<file path="src/rtl/wb_fwd_if.sv">
// Destination-bundle bypass bus between decode/execute datapath and the writeback pipe.
// The slave side is the pipe; the master side is whoever drives ID and the stage data.
interface wb_fwd_if #(
  parameter int unsigned DATA_W = 32,
  parameter int unsigned ADDR_W = 5,
  parameter int unsigned CNT_W  = 32
);
  logic              id_valid;
  logic              id_we;
  logic [ADDR_W-1:0] id_waddr;
  logic              id_is_load;
  logic [ADDR_W-1:0] id_raddr1;
  logic              id_rs1_used;
  logic [ADDR_W-1:0] id_raddr2;
  logic              id_rs2_used;
  logic [DATA_W-1:0] ex_result;
  logic [DATA_W-1:0] mem_rdata;
  logic              ext_stall;
  logic              flush;

  logic              ex_we;
  logic [ADDR_W-1:0] ex_waddr;
  logic [DATA_W-1:0] ex_wdata;
  logic              mem_we;
  logic [ADDR_W-1:0] mem_waddr;
  logic [DATA_W-1:0] mem_wdata;
  logic              wb_we;
  logic [ADDR_W-1:0] wb_waddr;
  logic [DATA_W-1:0] wb_wdata;
  logic              lu_stall;
  logic [CNT_W-1:0]  stall_cnt;

  modport master (
    output id_valid, id_we, id_waddr, id_is_load,
    output id_raddr1, id_rs1_used, id_raddr2, id_rs2_used,
    output ex_result, mem_rdata, ext_stall, flush,
    input  ex_we, ex_waddr, ex_wdata, mem_we, mem_waddr, mem_wdata,
    input  wb_we, wb_waddr, wb_wdata, lu_stall, stall_cnt
  );

  modport slave (
    input  id_valid, id_we, id_waddr, id_is_load,
    input  id_raddr1, id_rs1_used, id_raddr2, id_rs2_used,
    input  ex_result, mem_rdata, ext_stall, flush,
    output ex_we, ex_waddr, ex_wdata, mem_we, mem_waddr, mem_wdata,
    output wb_we, wb_waddr, wb_wdata, lu_stall, stall_cnt
  );
endinterface

</file>
<file path="src/rtl/wb_fwd_pipe.sv">
// Carries each instruction's destination bundle through EX/MEM/WB, drives the three
// forwarding buses and the register-file write port, and raises the load-use stall.
module wb_fwd_pipe #(
  parameter int unsigned DATA_W = 32,
  parameter int unsigned ADDR_W = 5,
  parameter int unsigned CNT_W  = 32
) (
  input  logic      clk,
  input  logic      rst_n,
  wb_fwd_if.slave   bus
);

  typedef struct packed {
    logic              we;
    logic              is_load;
    logic [ADDR_W-1:0] waddr;
  } ex_stage_t;

  typedef struct packed {
    logic              we;
    logic              is_load;
    logic [ADDR_W-1:0] waddr;
    logic [DATA_W-1:0] data;
  } mem_stage_t;

  typedef struct packed {
    logic              we;
    logic [ADDR_W-1:0] waddr;
    logic [DATA_W-1:0] data;
  } wb_stage_t;

  ex_stage_t        ex_q;
  mem_stage_t       mem_q;
  wb_stage_t        wb_q;
  logic [CNT_W-1:0] cnt_q;

  logic              id_we_c;
  logic              rs1_hit_c;
  logic              rs2_hit_c;
  logic              lu_stall_c;
  logic [DATA_W-1:0] mem_wdata_c;

  // r0 writes are dropped at capture so they can never be forwarded or committed
  assign id_we_c = bus.id_valid & bus.id_we & (bus.id_waddr != '0);

  assign rs1_hit_c  = bus.id_rs1_used & (bus.id_raddr1 == ex_q.waddr);
  assign rs2_hit_c  = bus.id_rs2_used & (bus.id_raddr2 == ex_q.waddr);
  assign lu_stall_c = ex_q.we & ex_q.is_load & ~bus.ext_stall & bus.id_valid &
                      (rs1_hit_c | rs2_hit_c);

  assign mem_wdata_c = mem_q.is_load ? bus.mem_rdata : mem_q.data;

  // EX stage: flush and load-use both collapse into one bubble
  always_ff @(posedge clk or negedge rst_n) begin
    if (!rst_n) begin
      ex_q <= '0;
    end else if (!bus.ext_stall) begin
      if (bus.flush || lu_stall_c) begin
        ex_q <= '0;
      end else begin
        ex_q.we      <= id_we_c;
        ex_q.is_load <= id_we_c & bus.id_is_load;
        ex_q.waddr   <= bus.id_waddr;
      end
    end
  end

  always_ff @(posedge clk or negedge rst_n) begin
    if (!rst_n) begin
      mem_q <= '0;
    end else if (!bus.ext_stall) begin
      mem_q.we      <= ex_q.we;
      mem_q.is_load <= ex_q.is_load;
      mem_q.waddr   <= ex_q.waddr;
      mem_q.data    <= bus.ex_result;
    end
  end

  always_ff @(posedge clk or negedge rst_n) begin
    if (!rst_n) begin
      wb_q <= '0;
    end else if (!bus.ext_stall) begin
      wb_q.we    <= mem_q.we;
      wb_q.waddr <= mem_q.waddr;
      wb_q.data  <= mem_wdata_c;
    end
  end

  // Saturating count of load-use bubbles
  always_ff @(posedge clk or negedge rst_n) begin
    if (!rst_n) begin
      cnt_q <= '0;
    end else if (lu_stall_c && (cnt_q != '1)) begin
      cnt_q <= cnt_q + CNT_W'(1);
    end
  end

  // A load's result does not exist in EX, so it is not offered on the EX bus
  assign bus.ex_we     = ex_q.we & ~ex_q.is_load;
  assign bus.ex_waddr  = ex_q.waddr;
  assign bus.ex_wdata  = rst_n ? bus.ex_result : '0;
  assign bus.mem_we    = mem_q.we;
  assign bus.mem_waddr = mem_q.waddr;
  assign bus.mem_wdata = mem_wdata_c;
  assign bus.wb_we     = wb_q.we;
  assign bus.wb_waddr  = wb_q.waddr;
  assign bus.wb_wdata  = wb_q.data;
  assign bus.lu_stall  = lu_stall_c;
  assign bus.stall_cnt = cnt_q;

endmodule

</file>
<file path="src/flat_wrapper.sv">
// flat-port wrapper written by rule: the top's interface ports become plain ports
module wb_fwd_pipe_flat 
#(
  parameter int unsigned DATA_W = 32,
  parameter int unsigned ADDR_W = 5,
  parameter int unsigned CNT_W  = 32
)
  (clk, rst_n, bus_id_valid, bus_id_we, bus_id_waddr, bus_id_is_load, bus_id_raddr1, bus_id_rs1_used, bus_id_raddr2, bus_id_rs2_used, bus_ex_result, bus_mem_rdata, bus_ext_stall, bus_flush, bus_ex_we, bus_ex_waddr, bus_ex_wdata, bus_mem_we, bus_mem_waddr, bus_mem_wdata, bus_wb_we, bus_wb_waddr, bus_wb_wdata, bus_lu_stall, bus_stall_cnt);
  wb_fwd_if #(.DATA_W(DATA_W), .ADDR_W(ADDR_W), .CNT_W(CNT_W)) bus_i ();
  input  logic clk;
  input  logic rst_n;
  input wire logic [$bits(bus_i.id_valid)-1:0] bus_id_valid;
  input wire logic [$bits(bus_i.id_we)-1:0] bus_id_we;
  input wire logic [$bits(bus_i.id_waddr)-1:0] bus_id_waddr;
  input wire logic [$bits(bus_i.id_is_load)-1:0] bus_id_is_load;
  input wire logic [$bits(bus_i.id_raddr1)-1:0] bus_id_raddr1;
  input wire logic [$bits(bus_i.id_rs1_used)-1:0] bus_id_rs1_used;
  input wire logic [$bits(bus_i.id_raddr2)-1:0] bus_id_raddr2;
  input wire logic [$bits(bus_i.id_rs2_used)-1:0] bus_id_rs2_used;
  input wire logic [$bits(bus_i.ex_result)-1:0] bus_ex_result;
  input wire logic [$bits(bus_i.mem_rdata)-1:0] bus_mem_rdata;
  input wire logic [$bits(bus_i.ext_stall)-1:0] bus_ext_stall;
  input wire logic [$bits(bus_i.flush)-1:0] bus_flush;
  output wire logic [$bits(bus_i.ex_we)-1:0] bus_ex_we;
  output wire logic [$bits(bus_i.ex_waddr)-1:0] bus_ex_waddr;
  output wire logic [$bits(bus_i.ex_wdata)-1:0] bus_ex_wdata;
  output wire logic [$bits(bus_i.mem_we)-1:0] bus_mem_we;
  output wire logic [$bits(bus_i.mem_waddr)-1:0] bus_mem_waddr;
  output wire logic [$bits(bus_i.mem_wdata)-1:0] bus_mem_wdata;
  output wire logic [$bits(bus_i.wb_we)-1:0] bus_wb_we;
  output wire logic [$bits(bus_i.wb_waddr)-1:0] bus_wb_waddr;
  output wire logic [$bits(bus_i.wb_wdata)-1:0] bus_wb_wdata;
  output wire logic [$bits(bus_i.lu_stall)-1:0] bus_lu_stall;
  output wire logic [$bits(bus_i.stall_cnt)-1:0] bus_stall_cnt;
  assign bus_i.id_valid = bus_id_valid;
  assign bus_i.id_we = bus_id_we;
  assign bus_i.id_waddr = bus_id_waddr;
  assign bus_i.id_is_load = bus_id_is_load;
  assign bus_i.id_raddr1 = bus_id_raddr1;
  assign bus_i.id_rs1_used = bus_id_rs1_used;
  assign bus_i.id_raddr2 = bus_id_raddr2;
  assign bus_i.id_rs2_used = bus_id_rs2_used;
  assign bus_i.ex_result = bus_ex_result;
  assign bus_i.mem_rdata = bus_mem_rdata;
  assign bus_i.ext_stall = bus_ext_stall;
  assign bus_i.flush = bus_flush;
  assign bus_ex_we = bus_i.ex_we;
  assign bus_ex_waddr = bus_i.ex_waddr;
  assign bus_ex_wdata = bus_i.ex_wdata;
  assign bus_mem_we = bus_i.mem_we;
  assign bus_mem_waddr = bus_i.mem_waddr;
  assign bus_mem_wdata = bus_i.mem_wdata;
  assign bus_wb_we = bus_i.wb_we;
  assign bus_wb_waddr = bus_i.wb_waddr;
  assign bus_wb_wdata = bus_i.wb_wdata;
  assign bus_lu_stall = bus_i.lu_stall;
  assign bus_stall_cnt = bus_i.stall_cnt;
  wb_fwd_pipe #(.DATA_W(DATA_W), .ADDR_W(ADDR_W), .CNT_W(CNT_W)) u_core (.clk(clk), .rst_n(rst_n), .bus(bus_i));
endmodule
</file>
<file path="config.mk">
export PLATFORM = sky130hd
export DESIGN_NAME = wb_fwd_pipe_flat
export DESIGN_NICKNAME = d
export VERILOG_FILES = /design/src/rtl/wb_fwd_if.sv /design/src/rtl/wb_fwd_pipe.sv /design/src/flat_wrapper.sv
export SDC_FILE = /design/constraint.sdc
export NUM_CORES = 1
export LEC_CHECK = 0
export ABC_AREA = 1
export ABC_CLOCK_PERIOD_IN_PS = 4400
export CORE_MARGIN = 5
export CORE_UTILIZATION = 48
export DETAILED_ROUTE_END_ITERATION = 8
export GPL_ROUTABILITY_DRIVEN = 0
export PLACE_DENSITY = 0.95
export SYNTH_ARGS = -nofsm -noshare
export SYNTH_HDL_FRONTEND = slang
export SYNTH_SLANG_ARGS = --single-unit
</file>
<file path="constraint.sdc">
create_clock -name clk -period 4.4 [get_ports clk]
set_input_delay 0.66 -clock clk [delete_from_list [all_inputs] [get_ports clk]]
set_output_delay 0.66 -clock clk [all_outputs]
set_load 0.005 [all_outputs]
</file>
==> run_results.csv, run 1 <==
group,metric,value,unit
outcome,status,"completed",
power_and_ir_drop,pwr-share-comb,16.9,%
synthesis,asyncSetResetFlopFracSynth,100,%
detailed_routing,drcViolationCount,0,
synthesis,synth.cells.most_frequent,"nand2_1, dfrtp_1, nor2_1, inv_1, a31oi_1",
floorplanning,area_enclosed_by_the_die_boundary,15300,um^2
critical_path,critPathLaunch,"u_core.mem_q[37]",
synthesis,synth.top_cells.by_area,"dfrtp_1, nand2_1, nor2_1, inv_1, a31oi_1",
sta,largest_clock_skew_in_the_final_design,0.00870,ns
synthesis,yosysMostFrequentCell,"nand2_1",
critical_path,critical-path-slowest-cell,"inv_1",
final_layout,multiInputGateArea,2810,um^2
power_and_ir_drop,swShare,23.1,%
clock_network,ctsRootBufferMaster,"clkbuf_16",
floorplanning,top_level_ports,235,
sta,grt_setup_unrepaired,"no",
synthesis,synth_top_flop_cell,"dfrtp_1",
placement,place.detailed.hpwl,14100,um
synthesis,syn_inst,890,
final_layout,fin_nets,1192,
placement,portBuffers,234,
clock_network,clk_pin_slew_worst_paths,0.05,ns
clock_network,tritoncts,"done",
placement,place_area,8580,um^2
placement,preCtsSetupSlack,1.04,ns
clock_network,post-cts-setup-buffer-count,0,
critical_path,timing.critical_path.arrival,2.78,ns
critical_path,crit_path_cell_trace,"buf_4, inv_1, nand2_1, nand2_1, clkdlybuf4s50_1",
critical_path,critPathMostFrequentCell,"nand2_1",
synthesis,ys_seq_elements,116,
synthesis,synthesis.area_per_instance,6.99,um^2
global_routing,grt_antenna_before_repair,1,
critical_path,cp_max_fo,33,
detailed_routing,drt_pass1_iterations,6,
power_and_ir_drop,power.total,3.13,mW
power_and_ir_drop,power.leakage,4.49,nW
global_routing,grt-ovfl-total,0,
sta,report.final.hold_viol_count,0,
critical_path,ff_to_ff_start,"u_core.bus.stall_cnt[0]",
synthesis,synth_top_area_share,46.7,%
run,max_cap_violations,0,
sta,final_min_period_over_clock_period,78.3,%
sta,slew_viol_final,0,
clock_network,ctsResizeCount,0,
sta,worst-slew-pin-transition,1.16,ns
synthesis,net_count_after_synthesis,979,
synthesis,synth_enable_flop_cells,0,
power_and_ir_drop,max-vdd-ir-drop,0.267,mV
detailed_routing,detailroute.via_count,6545,
synthesis,mappedNetlistArea,6220,um^2
detailed_routing,detail_route.wirelength,19400,um
clock_network,tritoncts.num_buffers,17,
synthesis,yosys.area.top_type,"dfrtp_1",
clock_network,deepest_clock_path_buffer_count,2,
synthesis,ys_warn_count,0,
clock_network,cts_hold_repair.buffers,0,
floorplanning,initial_cell_density_of_the_core,49.1,%
floorplanning,core_ar,12700,um^2
floorplanning,die-height,124,um
global_routing,largest_net_degree_at_the_start_of_global_routing,111,
detailed_routing,postRouteAntennaNets,0,
sta,report.final.setup_viol,0,
final_layout,n_fill_cell,971,
critical_path,worstPathBufferInverterCount,3,
detailed_routing,drt_iter0_drc,641,
final_layout,area.sequential,2900,um^2
power_and_ir_drop,register_share_of_total_power,38.3,%
clock_network,htree_levels,4,
clock_network,insertion_delay,0.40,ns
critical_path,path_delay_family,"buffers and inverters",
sta,setup_tns,0,ns
floorplanning,placementRows,41,
power_and_ir_drop,cellInternalPower,2.40,mW
floorplanning,die-width,124,um
critical_path,worst-setup-path-type,"reg2out",
sta,finalHoldWorstSlack,0.258,ns
power_and_ir_drop,power.density_cell_area,340,nW/um^2
synthesis,synth.distinct_cells,25,
sta,final_period_minus_worst_setup_slack,3.44,ns
global_routing,grt_use_total,25.4,%
clock_network,count_of_clock_tree_sinks,116,
sta,final.setup.worst_slack,0.956,ns
critical_path,critPathMaxStageDelay,0.89,ns
power_and_ir_drop,net-switching-power,722,uW
detailed_routing,viasPerCell,5.09,
sta,timing.max_slew.rel_slack,22.9,%
sta,maxClockFrequency,290,MHz
final_layout,post_route_cells_drive_above_1_share,3.86,%
critical_path,critical_path_required,3.74,ns
final_layout,area_overhead_of_the_layout_relative_to_synthesis,47.5,%
critical_path,timing.critical_path.to_type,"output pin",
min_path,kind_of_path_behind_the_tightest_hold_check,"in2async",
global_routing,grt_pass1_wl,30200,um
global_routing,first_global_vias,6186,
power_and_ir_drop,power_frac_clock,44.7,%
synthesis,synth.yosys.seq_area_share,46.7,%
critical_path,start_kind,"flip-flop",
final_layout,finish.instance_area,9180,um^2
detailed_routing,drt-wirelength-per-cell,15.1,um
[placed cells by master, fill, tap and decap left out, types with 3 or more instances in the layout]
master | netlist | layout
nor2_1 | 93 | 93
clkbuf_1 | 27 | 3
dfrtp_1 | 116 | 116
nand3b_1 | 14 | 14
o21ai_0 | 18 | 18
clkbuf_8 | 0 | 5
clkbuf_16 | 0 | 17
o21ai_1 | 9 | 9
nand3_1 | 20 | 20
a31oi_1 | 32 | 32
clkdlybuf4s50_1 | 0 | 232
inv_1 | 69 | 68
nand2_1 | 444 | 444
bufinv_16 | 0 | 3
xor2_1 | 10 | 10
xnor2_1 | 5 | 5
buf_4 | 12 | 5
nand4_1 | 4 | 4
[metrics by stage]
step                cells  util, %
floorplan             890        -
global placement     1256     67.7
detailed placement   1256     67.7
CTS                  1285     72.4
global route         1286     72.4
finish               1286     72.4
[power groups by stage]
stage                     clock (mW)  combinational [mW]  sequential [mW]
after CTS                       1.42               0.535             1.20
after global routing            1.46               0.580             1.21
final                           1.40               0.530             1.20
after floorplan                    0               0.178             1.21
after global placement             0               0.518             1.21
after detailed placement           0               0.530             1.21
[worst paths after layout]
kind,endpoint,slack (ns),cells after the start
setup / recovery,bus_mem_wdata[4],0.96,5
hold / removal,u_core.bus.wb_wdata[22],0.26,1
setup reg to reg,u_core.bus.stall_cnt[1],2.11,9
hold reg to reg,u_core.mem_q[17],0.47,2
max in group asynchronous,u_core.bus.mem_waddr[1],3.16,2
min in group clk,u_core.mem_q[17],0.47,2
[metal layers]
layer / vias to the layer above / part of all wire [%] / GRT usage (%)
met4: 0 / 2.7 / 11.1
li1: 3155 / - / -
met2: 346 / 50 / 42.4
met5: - / 0 / 0
met3: 47 / 9.3 / 6.27
met1: 2997 / 38 / 31.1
[area by class of cell]
cell class / instances / share of cell area [%]
inverter: 71 / 2.92
sequential: 116 / 31.6
clock buffer: 25 / 5.51
antenna: 1 / 0.0273
tap: 172 / 2.34
clock inverter: 4 / 1.04
multi-input combinational: 658 / 30.7
timing repair buffer: 239 / 25.9
[cells by family after synthesis]
logic type	count (synthesis)	share of synthesized area, %
AND/OR/NAND/NOR	583	37.5
buffers and inverters	116	8.11
flip-flops	116	46.7
AO/OA/AOI/OAI	59	5.39
XOR/XNOR	15	2.11
adder cells (fa/ha/maj)	1	0.201
[sequential cells by signal, summed over array words and instances, names as in the netlist]
| signal | count |
|---|---|
| u_core.bus.wb_wdata | 32 |
| u_core.bus.stall_cnt | 32 |
| u_core.bus.mem_we | 1 |
| u_core.mem_q | 33 |
| u_core.bus.mem_waddr | 5 |
| u_core.ex_q | 2 |
| u_core.bus.ex_waddr | 5 |
| u_core.bus.wb_we | 1 |
| u_core.bus.wb_waddr | 5 |
Power figures use the tool's default switching activity.
==> inputs of run 2 (changes only) <==
--- a/config.mk
+++ b/config.mk
@@ -6,12 +6,12 @@
 export NUM_CORES = 1
 export LEC_CHECK = 0
 export ABC_AREA = 1
-export ABC_CLOCK_PERIOD_IN_PS = 4400
+export ABC_CLOCK_PERIOD_IN_PS = 3600
 export CORE_MARGIN = 5
-export CORE_UTILIZATION = 48
+export CORE_UTILIZATION = 45
 export DETAILED_ROUTE_END_ITERATION = 8
 export GPL_ROUTABILITY_DRIVEN = 0
-export PLACE_DENSITY = 0.95
+export PLACE_DENSITY = 0.92
 export SYNTH_ARGS = -nofsm -noshare
 export SYNTH_HDL_FRONTEND = slang
 export SYNTH_SLANG_ARGS = --single-unit
==> constraint.sdc (replaced) <==
create_clock -name clk -period 3.6 [get_ports clk]
set_input_delay 0.54 -clock clk [delete_from_list [all_inputs] [get_ports clk]]
set_output_delay 0.54 -clock clk [all_outputs]
set_load 0.005 [all_outputs]
==> run 2 against run 1 <==
Net effect: first-iteration DRC count is 9.5% higher; sequential power is 22% higher; clock power is 24% higher; clock skew is 0.0018 ns lower; setup slack worse by 0.29 ns; count of clock-buffer cells in the layout is 4 lower; die area is 6.1% higher; sequential share of layout area is 0.11 points lower; sequential cell count stayed put; critical endpoint is now bus_lu_stall.
==> run_results.csv, run 2 (synthesis gave the netlist of run 1 again) <==
group,metric,value,unit
power_and_ir_drop,pwr-share-comb,17.2,%
floorplanning,area_enclosed_by_the_die_boundary,16300,um^2
critical_path,timing.critical_path.arrival,2.39,ns
final_layout,n_fill_cell,1070,
sta,timing.max_slew.rel_slack,28.2,%
detailed_routing,detail_route.wirelength,20600,um
min_path,kind_of_path_behind_the_tightest_hold_check,"in2async",
sta,grt_setup_unrepaired,"no",
critical_path,critical-path-slowest-cell,"clkdlybuf4s50_1",
clock_network,tritoncts.num_buffers,17,
critical_path,cp_max_fo,6,
power_and_ir_drop,net-switching-power,932,uW
global_routing,largest_net_degree_at_the_start_of_global_routing,111,
detailed_routing,drt-wirelength-per-cell,15.9,um
critical_path,critPathMaxStageDelay,0.50,ns
power_and_ir_drop,power.leakage,4.50,nW
run,max_cap_violations,0,
final_layout,mostFrequentLayoutCell,"nand2_1",
critical_path,critPathMostFrequentCell,"nand2_1",
global_routing,grt_pass1_wl,32700,um
detailed_routing,viasPerCell,5.17,
clock_network,post-cts-setup-buffer-count,0,
floorplanning,top_level_ports,235,
sta,largest_clock_skew_in_the_final_design,0.00686,ns
floorplanning,die-height,128,um
clock_network,deepest_clock_path_buffer_count,2,
final_layout,largest_register_ffs,33,
clock_network,ctsRootBufferMaster,"clkbuf_16",
sta,slew_viol_final,0,
global_routing,grt_antenna_before_repair,1,
power_and_ir_drop,cellInternalPower,2.92,mW
final_layout,layout.cells.most_common_list,"nand2_1, clkdlybuf4s50_1, dfrtp_1",
global_routing,first_global_vias,6269,
floorplanning,initial_cell_density_of_the_core,45.3,%
power_and_ir_drop,power_frac_clock,44.8,%
critical_path,worstPathBufferInverterCount,4,
clock_network,ctsResizeCount,0,
final_layout,fin_nets,1194,
clock_network,insertion_delay,0.41,ns
sta,setup_tns,0,ns
clock_network,htree_levels,4,
floorplanning,core_ar,13700,um^2
power_and_ir_drop,power.density_cell_area,418,nW/um^2
clock_network,tritoncts,"done",
outcome,status,"completed",
sta,final_min_period_over_clock_period,81.5,%
floorplanning,die-width,128,um
critical_path,crit_path_cell_trace,"clkdlybuf4s50_1, inv_1, nand2_1, nand2_1, nor2_1, nand3_1, nand2_1, nand2_1, inv_2, clkdlybuf4s50_1",
sta,maxClockFrequency,341,MHz
global_routing,grt_use_total,25.3,%
power_and_ir_drop,register_share_of_total_power,38.0,%
clock_network,count_of_clock_tree_sinks,116,
power_and_ir_drop,power.total,3.85,mW
detailed_routing,drt_pass1_iterations,6,
critical_path,critical_path_required,3.06,ns
clock_network,clk_pin_slew_worst_paths,0.05,ns
placement,portBuffers,234,
sta,report.final.hold_viol_count,0,
detailed_routing,detailroute.via_count,6704,
sta,report.final.setup_viol,0,
power_and_ir_drop,swShare,24.2,%
detailed_routing,drt_iter0_drc,702,
sta,final_period_minus_worst_setup_slack,2.93,ns
final_layout,post_route_cells_drive_above_1_share,4.39,%
detailed_routing,drcViolationCount,0,
critical_path,start_kind,"primary input",
critical_path,timing.critical_path.to_type,"output pin",
global_routing,grt-ovfl-total,0,
clock_network,cts_hold_repair.buffers,0,
critical_path,worst-setup-path-type,"in2out",
power_and_ir_drop,max-vdd-ir-drop,0.293,mV
floorplanning,placementRows,43,
placement,place.detailed.hpwl,15000,um
final_layout,max_flop_register,"u_core.mem_q",
critical_path,path_delay_family,"buffers and inverters",
final_layout,area_overhead_of_the_layout_relative_to_synthesis,48.1,%
detailed_routing,postRouteAntennaNets,0,
sta,worst-slew-pin-transition,1.08,ns
run 2: cell types whose count changed in the layout (fill, tap and decap cells not counted), sizes merged:
cell      change
clkbuf        -4
clkinvlp      +3
buf           +2
clkinv        +2
run 2: power by group through the flow:
stage	clock network [mW]	registers [mW]	logic (mW)
floorplan	0	1.48	0.217
global placement	0	1.48	0.643
detailed placement	0	1.48	0.659
CTS	1.75	1.46	0.666
global route	1.82	1.47	0.718
finish	1.73	1.46	0.661
run 2: through the flow:
step | hold WS [ns] | instance area (um^2) | instances | setup WS, ns | utilization [%]
3_3_place_gp | 0.459 | 8600 | 1266 | 0.708 | 62.7
3_5_place_dp | 0.462 | 8600 | 1266 | 0.701 | 62.7
2_1_floorplan | 0.244 | 6220 | 890 | 1.72 | -
5_1_grt | 0.183 | 9210 | 1297 | 0.523 | 67.1
6_report | 0.120 | 9210 | 1297 | 0.666 | 67.1
4_1_cts | 0.148 | 9210 | 1296 | 0.693 | 67.1
run 2: path summary, 6_finish.rpt:
kind                                         start                       end  slack (ns)  depth (start not counted)
setup / recovery                  bus_id_raddr2[2]              bus_lu_stall        0.67                         10
hold / removal                               rst_n   u_core.bus.wb_wdata[28]        0.12                          1
setup reg to reg           u_core.bus.stall_cnt[0]  u_core.bus.stall_cnt[25]        1.35                          9
hold reg to reg                   u_core.mem_q[14]          u_core.mem_q[14]        0.47                          2
max in group asynchronous                    rst_n   u_core.bus.stall_cnt[6]        2.42                          2
min in group clk                  u_core.mem_q[14]          u_core.mem_q[14]        0.47                          2
run 2: routing by layer:
layer | GRT usage (%) | share of wire [%] | vias up
met5 | 0 | 0 | -
li1 | - | - | 3160
met4 | 12.0 | 4.4 | 0
met2 | 43.3 | 49 | 350
met1 | 30.2 | 38 | 3109
met3 | 6.02 | 8.5 | 85
run 2: layout make-up:
cell class,count,area [um^2],area share (%)
antenna,1,2.50,0.0272
tap,180,225,2.44
sequential,116,2900,31.5
timing repair buffer,241,2390,26.0
clock inverter,9,128,1.39
inverter,71,268,2.91
clock buffer,21,480,5.22
multi-input combinational,658,2810,30.5
